File: src/rtl/i2s_clk_gen_pkg.sv
// i2s_pkg: shared types for the I2S/TDM clock generator.
//   i2s_state_e   - generator FSM states (IDLE, RUN, DRAIN)
//   i2s_ws_mode_e - word-select style (WS_I2S = 50% duty, WS_PULSE = one-bclk frame sync)
//   idx_w()       - index width helper, max(1, $clog2(n))
package i2s_pkg;

  typedef enum logic [1:0] {
    IDLE  = 2'd0,
    RUN   = 2'd1,
    DRAIN = 2'd2
  } i2s_state_e;

  typedef enum logic {
    WS_I2S   = 1'b0,
    WS_PULSE = 1'b1
  } i2s_ws_mode_e;

  function automatic int idx_w(input int n);
    return (n > 2) ? $clog2(n) : 1;
  endfunction

endpackage

File: src/rtl/i2s_clk_gen_if.sv
// i2s_clk_gen_if: configuration and clock/strobe bundle of the I2S/TDM clock generator.
//   master: drives enable, div_half, ws_mode; observes the generated clocks
//   slave : the generator itself
//   enable, div_half, ws_mode           - run request and configuration
//   bclk, ws                            - registered clock levels
//   bclk_rise, bclk_fall, frame_start   - single-cycle strobes
//   slot_idx, bit_idx, running          - position within frame, activity flag
interface i2s_clk_gen_if #(
  parameter int DIV_W     = 8,
  parameter int SLOT_BITS = 24,
  parameter int NUM_SLOTS = 2
);
  localparam int SLOT_W = i2s_pkg::idx_w(NUM_SLOTS);
  localparam int BIT_W  = i2s_pkg::idx_w(SLOT_BITS);

  logic              enable;
  logic [DIV_W-1:0]  div_half;
  logic              ws_mode;
  logic              bclk;
  logic              ws;
  logic              bclk_rise;
  logic              bclk_fall;
  logic              frame_start;
  logic [SLOT_W-1:0] slot_idx;
  logic [BIT_W-1:0]  bit_idx;
  logic              running;

  modport master (
    output enable, div_half, ws_mode,
    input  bclk, ws, bclk_rise, bclk_fall, frame_start, slot_idx, bit_idx, running
  );

  modport slave (
    input  enable, div_half, ws_mode,
    output bclk, ws, bclk_rise, bclk_fall, frame_start, slot_idx, bit_idx, running
  );

endinterface

File: src/rtl/i2s_half_div.sv
// i2s_half_div: half-bclk-period counter.
//   clk_ref - reference clock
//   rst     - synchronous active-high reset
//   run     - count enable; counter is held at 0 while low
//   div_q   - half period minus one, in clk_ref cycles
//   tick    - high in the last cycle of each half period (bclk toggles on the next edge)
module i2s_half_div #(
  parameter int DIV_W = 8
) (
  input  logic             clk_ref,
  input  logic             rst,
  input  logic             run,
  input  logic [DIV_W-1:0] div_q,
  output logic             tick
);

  logic [DIV_W-1:0] hcnt;

  assign tick = run && (hcnt == div_q);

  // Holding at 0 while stopped means the first half period after start is full length.
  always_ff @(posedge clk_ref) begin
    if (rst || !run || tick) hcnt <= '0;
    else                     hcnt <= hcnt + DIV_W'(1);
  end

endmodule

File: src/rtl/i2s_clk_gen.sv
// i2s_clk_gen: parametrised I2S/TDM bit- and frame-clock generator.
//   clk_ref - reference clock, all logic on its rising edge
//   rst     - synchronous active-high reset
//   bus     - i2s_clk_gen_if slave: enable/div_half/ws_mode in;
//             bclk, ws, bclk_rise, bclk_fall, frame_start, slot_idx, bit_idx, running out
// All outputs are registered. Configuration is sampled only at start and at frame wrap.
module i2s_clk_gen
  import i2s_pkg::*;
#(
  parameter int DIV_W     = 8,
  parameter int SLOT_BITS = 24,
  parameter int NUM_SLOTS = 2
) (
  input logic          clk_ref,
  input logic          rst,
  i2s_clk_gen_if.slave bus
);

  localparam int SLOT_W = idx_w(NUM_SLOTS);
  localparam int BIT_W  = idx_w(SLOT_BITS);
  localparam logic [SLOT_W-1:0] LAST_SLOT = SLOT_W'(NUM_SLOTS - 1);
  localparam logic [SLOT_W-1:0] HALF_SLOT = SLOT_W'(NUM_SLOTS / 2);
  localparam logic [BIT_W-1:0]  LAST_BIT  = BIT_W'(SLOT_BITS - 1);

  i2s_state_e        state_q, state_d;
  i2s_ws_mode_e      mode_q, mode_d;
  logic [DIV_W-1:0]  div_q, div_d;
  logic              bclk_q, bclk_d;
  logic              ws_q, ws_d;
  logic              rise_q, rise_d;
  logic              fall_q, fall_d;
  logic              fs_q, fs_d;
  logic              run_q, run_d;
  logic [SLOT_W-1:0] slot_q, slot_d, slot_nx;
  logic [BIT_W-1:0]  bit_q, bit_d, bit_nx;
  logic              wrap;
  logic              tick;
  logic              div_run;

  function automatic logic ws_level(input i2s_ws_mode_e m, input logic [SLOT_W-1:0] s,
                                    input logic [BIT_W-1:0] b);
    if (m == WS_PULSE) return (s == '0) && (b == '0);
    return s >= HALF_SLOT;
  endfunction

  assign div_run = (state_q != IDLE);

  i2s_half_div #(.DIV_W(DIV_W)) u_half_div (
    .clk_ref (clk_ref),
    .rst     (rst),
    .run     (div_run),
    .div_q   (div_q),
    .tick    (tick)
  );

  // Position after the next bclk falling edge; wrap flags the end of the frame.
  always_comb begin
    bit_nx  = bit_q;
    slot_nx = slot_q;
    wrap    = 1'b0;
    if (bit_q == LAST_BIT) begin
      bit_nx = '0;
      if (slot_q == LAST_SLOT) begin
        slot_nx = '0;
        wrap    = 1'b1;
      end else begin
        slot_nx = slot_q + SLOT_W'(1);
      end
    end else begin
      bit_nx = bit_q + BIT_W'(1);
    end
  end

  // A stop request is honoured only at frame wrap, so enable low at the wrap edge
  // ends generation whether the FSM had already moved to DRAIN or not.
  always_comb begin
    state_d = state_q;
    mode_d  = mode_q;
    div_d   = div_q;
    bclk_d  = bclk_q;
    ws_d    = ws_q;
    rise_d  = 1'b0;
    fall_d  = 1'b0;
    fs_d    = 1'b0;
    slot_d  = slot_q;
    bit_d   = bit_q;
    unique case (state_q)
      IDLE: begin
        if (bus.enable) begin
          state_d = RUN;
          div_d   = bus.div_half;
          mode_d  = i2s_ws_mode_e'(bus.ws_mode);
          fs_d    = 1'b1;
          slot_d  = '0;
          bit_d   = '0;
          ws_d    = ws_level(i2s_ws_mode_e'(bus.ws_mode), '0, '0);
        end
      end
      RUN, DRAIN: begin
        state_d = bus.enable ? RUN : DRAIN;
        if (tick) begin
          if (!bclk_q) begin
            bclk_d = 1'b1;
            rise_d = 1'b1;
          end else begin
            bclk_d = 1'b0;
            fall_d = 1'b1;
            slot_d = slot_nx;
            bit_d  = bit_nx;
            if (wrap && !bus.enable) begin
              state_d = IDLE;
              ws_d    = 1'b0;
            end else if (wrap) begin
              fs_d   = 1'b1;
              div_d  = bus.div_half;
              mode_d = i2s_ws_mode_e'(bus.ws_mode);
              ws_d   = ws_level(i2s_ws_mode_e'(bus.ws_mode), slot_nx, bit_nx);
            end else begin
              ws_d = ws_level(mode_q, slot_nx, bit_nx);
            end
          end
        end
      end
      default: state_d = IDLE;
    endcase
    run_d = (state_d != IDLE);
  end

  always_ff @(posedge clk_ref) begin
    if (rst) begin
      state_q <= IDLE;
      mode_q  <= WS_I2S;
      div_q   <= '0;
      bclk_q  <= 1'b0;
      ws_q    <= 1'b0;
      rise_q  <= 1'b0;
      fall_q  <= 1'b0;
      fs_q    <= 1'b0;
      run_q   <= 1'b0;
      slot_q  <= '0;
      bit_q   <= '0;
    end else begin
      state_q <= state_d;
      mode_q  <= mode_d;
      div_q   <= div_d;
      bclk_q  <= bclk_d;
      ws_q    <= ws_d;
      rise_q  <= rise_d;
      fall_q  <= fall_d;
      fs_q    <= fs_d;
      run_q   <= run_d;
      slot_q  <= slot_d;
      bit_q   <= bit_d;
    end
  end

  assign bus.bclk        = bclk_q;
  assign bus.ws          = ws_q;
  assign bus.bclk_rise   = rise_q;
  assign bus.bclk_fall   = fall_q;
  assign bus.frame_start = fs_q;
  assign bus.slot_idx    = slot_q;
  assign bus.bit_idx     = bit_q;
  assign bus.running     = run_q;

endmodule

File: src/flat_wrapper.sv
// flat-port wrapper written by rule: the top's interface ports become plain ports
module i2s_clk_gen_flat import i2s_pkg::*;
#(
  parameter int DIV_W     = 8,
  parameter int SLOT_BITS = 24,
  parameter int NUM_SLOTS = 2
)
  (clk_ref, rst, bus_enable, bus_div_half, bus_ws_mode, bus_bclk, bus_ws, bus_bclk_rise, bus_bclk_fall, bus_frame_start, bus_slot_idx, bus_bit_idx, bus_running);
  i2s_clk_gen_if #(.DIV_W(DIV_W), .SLOT_BITS(SLOT_BITS), .NUM_SLOTS(NUM_SLOTS)) bus_i ();
  input logic clk_ref;
  input logic rst;
  input wire logic [$bits(bus_i.enable)-1:0] bus_enable;
  input wire logic [$bits(bus_i.div_half)-1:0] bus_div_half;
  input wire logic [$bits(bus_i.ws_mode)-1:0] bus_ws_mode;
  output wire logic [$bits(bus_i.bclk)-1:0] bus_bclk;
  output wire logic [$bits(bus_i.ws)-1:0] bus_ws;
  output wire logic [$bits(bus_i.bclk_rise)-1:0] bus_bclk_rise;
  output wire logic [$bits(bus_i.bclk_fall)-1:0] bus_bclk_fall;
  output wire logic [$bits(bus_i.frame_start)-1:0] bus_frame_start;
  output wire logic [$bits(bus_i.slot_idx)-1:0] bus_slot_idx;
  output wire logic [$bits(bus_i.bit_idx)-1:0] bus_bit_idx;
  output wire logic [$bits(bus_i.running)-1:0] bus_running;
  assign bus_i.enable = bus_enable;
  assign bus_i.div_half = bus_div_half;
  assign bus_i.ws_mode = bus_ws_mode;
  assign bus_bclk = bus_i.bclk;
  assign bus_ws = bus_i.ws;
  assign bus_bclk_rise = bus_i.bclk_rise;
  assign bus_bclk_fall = bus_i.bclk_fall;
  assign bus_frame_start = bus_i.frame_start;
  assign bus_slot_idx = bus_i.slot_idx;
  assign bus_bit_idx = bus_i.bit_idx;
  assign bus_running = bus_i.running;
  i2s_clk_gen #(.DIV_W(DIV_W), .SLOT_BITS(SLOT_BITS), .NUM_SLOTS(NUM_SLOTS)) u_core (.clk_ref(clk_ref), .rst(rst), .bus(bus_i));
endmodule
File: config.mk
export PLATFORM = sky130hd
export DESIGN_NAME = i2s_clk_gen_flat
export DESIGN_NICKNAME = d
export VERILOG_FILES = /design/src/rtl/i2s_clk_gen_pkg.sv /design/src/rtl/i2s_clk_gen_if.sv /design/src/rtl/i2s_half_div.sv /design/src/rtl/i2s_clk_gen.sv /design/src/flat_wrapper.sv
export SDC_FILE = /design/constraint.sdc
export NUM_CORES = 1
export LEC_CHECK = 0
export CELL_PAD_IN_SITES_DETAIL_PLACEMENT = 1
export CELL_PAD_IN_SITES_GLOBAL_PLACEMENT = 1
export CORE_MARGIN = 2
export CORE_UTILIZATION = 37
export CTS_CLUSTER_DIAMETER = 40
export DETAILED_ROUTE_END_ITERATION = 12
export GPL_TIMING_DRIVEN = 0
export PLACE_DENSITY = 0.79
export SLEW_MARGIN = 20
export SYNTH_ARGS = -nofsm -noshare
export SYNTH_HDL_FRONTEND = slang
export SYNTH_SLANG_ARGS = --single-unit
export TNS_END_PERCENT = 5
File: constraint.sdc
create_clock -name clk_ref -period 1.8 [get_ports clk_ref]
set_clock_uncertainty 0.05 [all_clocks]
set_input_delay 0.36 -clock clk_ref [delete_from_list [all_inputs] [get_ports clk_ref]]
set_output_delay 0.36 -clock clk_ref [all_outputs]
set_load 0.05 [all_outputs]
==> impl_metrics.json <==
{
  "setup_viol": 11,
  "synth_seq_area_share_pct": 34.44,
  "cts_made_buffers": 5,
  "yosys.area_share.simple_pct": 21.60,
  "io_buffers": 21,
  "utilization_pct": 53.03,
  "rsz0062_at_grt": "yes",
  "syn2layout_area_growth_pct": 39.03,
  "final_nets": 263,
  "io_pins": 24,
  "path_class": "reg2reg",
  "drv_cap": 0,
  "synth_warnings": 0,
  "diodes": 0,
  "placementRows": 25,
  "p_per_area_mw_per_mm2": 842.5,
  "tightest_slew_ns": 0.7140,
  "syn_area_sq_mm": 0.001802,
  "status": "finished with violations",
  "pwr-share-seq_pct": 36.7,
  "required_ns": 1.93,
  "synth_top_area_share_pct": 34.44,
  "root_buffer": "clkbuf_8",
  "detail_route.wl_per_cell_microns": 18.00,
  "cts_tree": "yes",
  "ys_ff_latch": 31,
  "end_kind": "flop",
  "final_cell_mix": "nor2_1, mux2i_1, dfxtp_1",
  "worstPathMaxFanout": 6,
  "violations": "setup timing",
  "ant_nets": 0,
  "p_int_mw": 1.458,
  "grt_max_degree": 11,
  "period_share_pct": 107.8,
  "antenna_found_initial": 0,
  "clock_latency_ns": 0.29,
  "synth_xor_area_share_pct": 5.764,
  "num_vias": 1667,
  "gr-total-overflow": 0,
  "first_pass_iters": 4,
  "netlist_top_cells_area": "dfxtp_1, mux2i_1, nor2_1, mux2_2, xnor2_1",
  "fill_cells": 547,
  "drt-total-wl_microns": 5652,
  "final_common_cell": "nor2_1",
  "synthesis.nets": 223,
  "synth_top_family_by_area": "simple AND/OR/NAND/NOR gates",
  "grt_pass1_vias": 1511,
  "gp_congestion": 0.7571,
  "layout-drive-gt1-share_pct": 29.96,
  "ctsHtreeMaxLevel": 2,
  "drt_iter0_drc": 85,
  "finalSetupTns_ns": -0.7643,
  "finalHoldViolCount": 0,
  "finalCriticalPeriod_ns": 1.941,
  "initial_core_util_pct": 38.15,
  "synth_top_cell_by_area": "dfxtp_1",
  "syn_area_per_cell_sq_um": 8.746,
  "layout_setup_ws_ns": -0.1410,
  "clkPwrFrac_pct": 34.3,
  "p_sw_mw": 0.6521,
  "cts.path.max_buffers": 2,
  "synthMuxAreaShare_pct": 17.50,
  "core_sq_mm": 0.004723,
  "cts.sinks": 31,
  "pwr-share-comb_pct": 29.1,
  "synth_adder_area_share_pct": 3.472,
  "holdWs_ns": 0.4584,
  "dieArea_sq_mm": 0.005443,
  "synth_cell_types": 44,
  "hp-class": "reg2reg",
  "via_per_inst": 5.309,
  "dp_hpwl_microns": 3305,
  "synth_compound_area_share_pct": 12.29,
  "synthCells": 206,
  "drc": 0,
  "fp.dieW_microns": 73.78,
  "ir_drop_uv": 495.3,
  "fp.dieH_microns": 73.78,
  "track_usage_pct": 18.14,
  "maxSlewViolCount": 0,
  "max_freq_mhz": 515.2,
  "arrival_ns": 2.07,
  "p_leak_nw": 1.065,
  "clk_pin_slew_ns": 0.07,
  "startpoint_type": "flop",
  "p_sw_share_pct": 30.90,
  "slew_headroom_pct": 52.40,
  "grt_pass1_wl_microns": 7452
}
[final timing paths]
check | start | end | slack [ns] | cells after the start
worst max register to register | u_core.state_q[0] | u_core.div_q[4] | -0.14 | 8
worst min register to register | u_core.u_half_div.hcnt[0] | u_core.u_half_div.hcnt[0] | 0.46 | 1
worst min-delay path | u_core.u_half_div.hcnt[0] | u_core.u_half_div.hcnt[0] | 0.46 | 1
worst max-delay path | u_core.state_q[0] | u_core.div_q[4] | -0.14 | 8
[power groups by stage]
stage / logic, mW / registers, mW / clock network [mW]
finish: 0.613 / 0.774 / 0.723
global route: 0.650 / 0.778 / 0.761
CTS: 0.515 / 0.767 / 0.740
detailed placement: 0.462 / 0.785 / 0
global placement: 0.451 / 0.782 / 0
floorplan: 0.303 / 0.816 / 0
[per-stage QoR]
step	area, sq um	worst slack [ns]	power [mW]	instances
detailed placement	2161	-0.3702	1.247	294
CTS	2342	-0.1277	2.023	307
global placement	2161	-0.3939	1.233	294
finish	2505	-0.1410	2.110	314
global route	2505	-0.2039	2.188	314
floorplan	1867	-0.07988	1.119	206
[repair_timing]
| action | 4_1_cts | 5_1_grt |
|---|---|---|
| pin swaps | 1 | 9 |
| resized for setup | 19 | 25 |
| gates cloned | 1 | 1 |
| hold buffers | 0 | 0 |
| setup endpoints to repair | 40 | 21 |
| buffers inserted | 5 | 7 |
[layout make-up]
cell class / count / area, sq um / share of cell area [%]
timing repair buffer: 34 / 327.8 / 13.09
buffer: 8 / 37.54 / 1.499
clock inverter: 2 / 35.03 / 1.399
tap: 67 / 83.83 / 3.347
inverter: 13 / 48.80 / 1.948
clock buffer: 6 / 82.58 / 3.297
sequential: 31 / 649.4 / 25.92
multi-input combinational: 153 / 1240 / 49.50
[synthesized netlist by cell type, drive strengths merged]
cell	count
and4	2
and2	3
xnor2	10
a21boi	2
mux2i	18
a222oi	1
a311oi	1
o21a	1
nor2	38
nand3b	1
clkbuf	6
o32ai	4
ha	5
nand3	8
o22ai	1
a41o	1
o21ai	3
nand4	2
nor3b	1
a211oi	2
dfxtp	31
xor2	1
and3	3
inv	13
buf	4
a41oi	1
or3	1
o21ba	1
nor2b	1
a21oi	4
nor4b	1
a211o	1
a31oi	1
mux2	12
a22oi	1
nor3	3
o21bai	1
nand2	10
a2111oi	1
nand2b	5
[routing by layer]
metal / global-route usage [%] / wire, microns / vias up
met4: 7.273 / 165 / 0
met1: 23.54 / 2501 / 813
met2: 29.86 / 2815 / 39
li1: - / - / 802
met3: 2.881 / 169 / 13
met5: 0 / 0 / -
[cells by family (layout without fill, tap and decap cells)]
logic type	Yosys count	in the layout
adders and majority gates	5	5
buffers and inverters	23	63
DFF	31	31
muxes	30	30
xor gates and xnor gates	11	11
and+or+nand+nor	79	80
AOI/OAI and AO/OA	27	27
[registers in the layout, summed over array words and instances (netlist names)]
signal,flops
u_core.div_q,8
u_core.u_half_div.hcnt,8
u_core.bus.bit_idx,5
u_core.state_q,2
u_core.bus.bclk,1
u_core.bus.bclk_fall,1
u_core.bus.bclk_rise,1
u_core.bus.frame_start,1
u_core.bus.running,1
u_core.bus.slot_idx,1
u_core.bus.ws,1
u_core.mode_q,1
[worst max-delay path: stages, from the launching register on]
cell and delay [ns]:
dfxtp_2 0.34, inv_2 0.04, ha_4 0.25, mux2_4 0.31
nand2_4 0.10, buf_6 0.14, mux2i_1 0.26, nor2_1 0.07
mux2_2 0.27
Power figures use the tool's default switching activity.
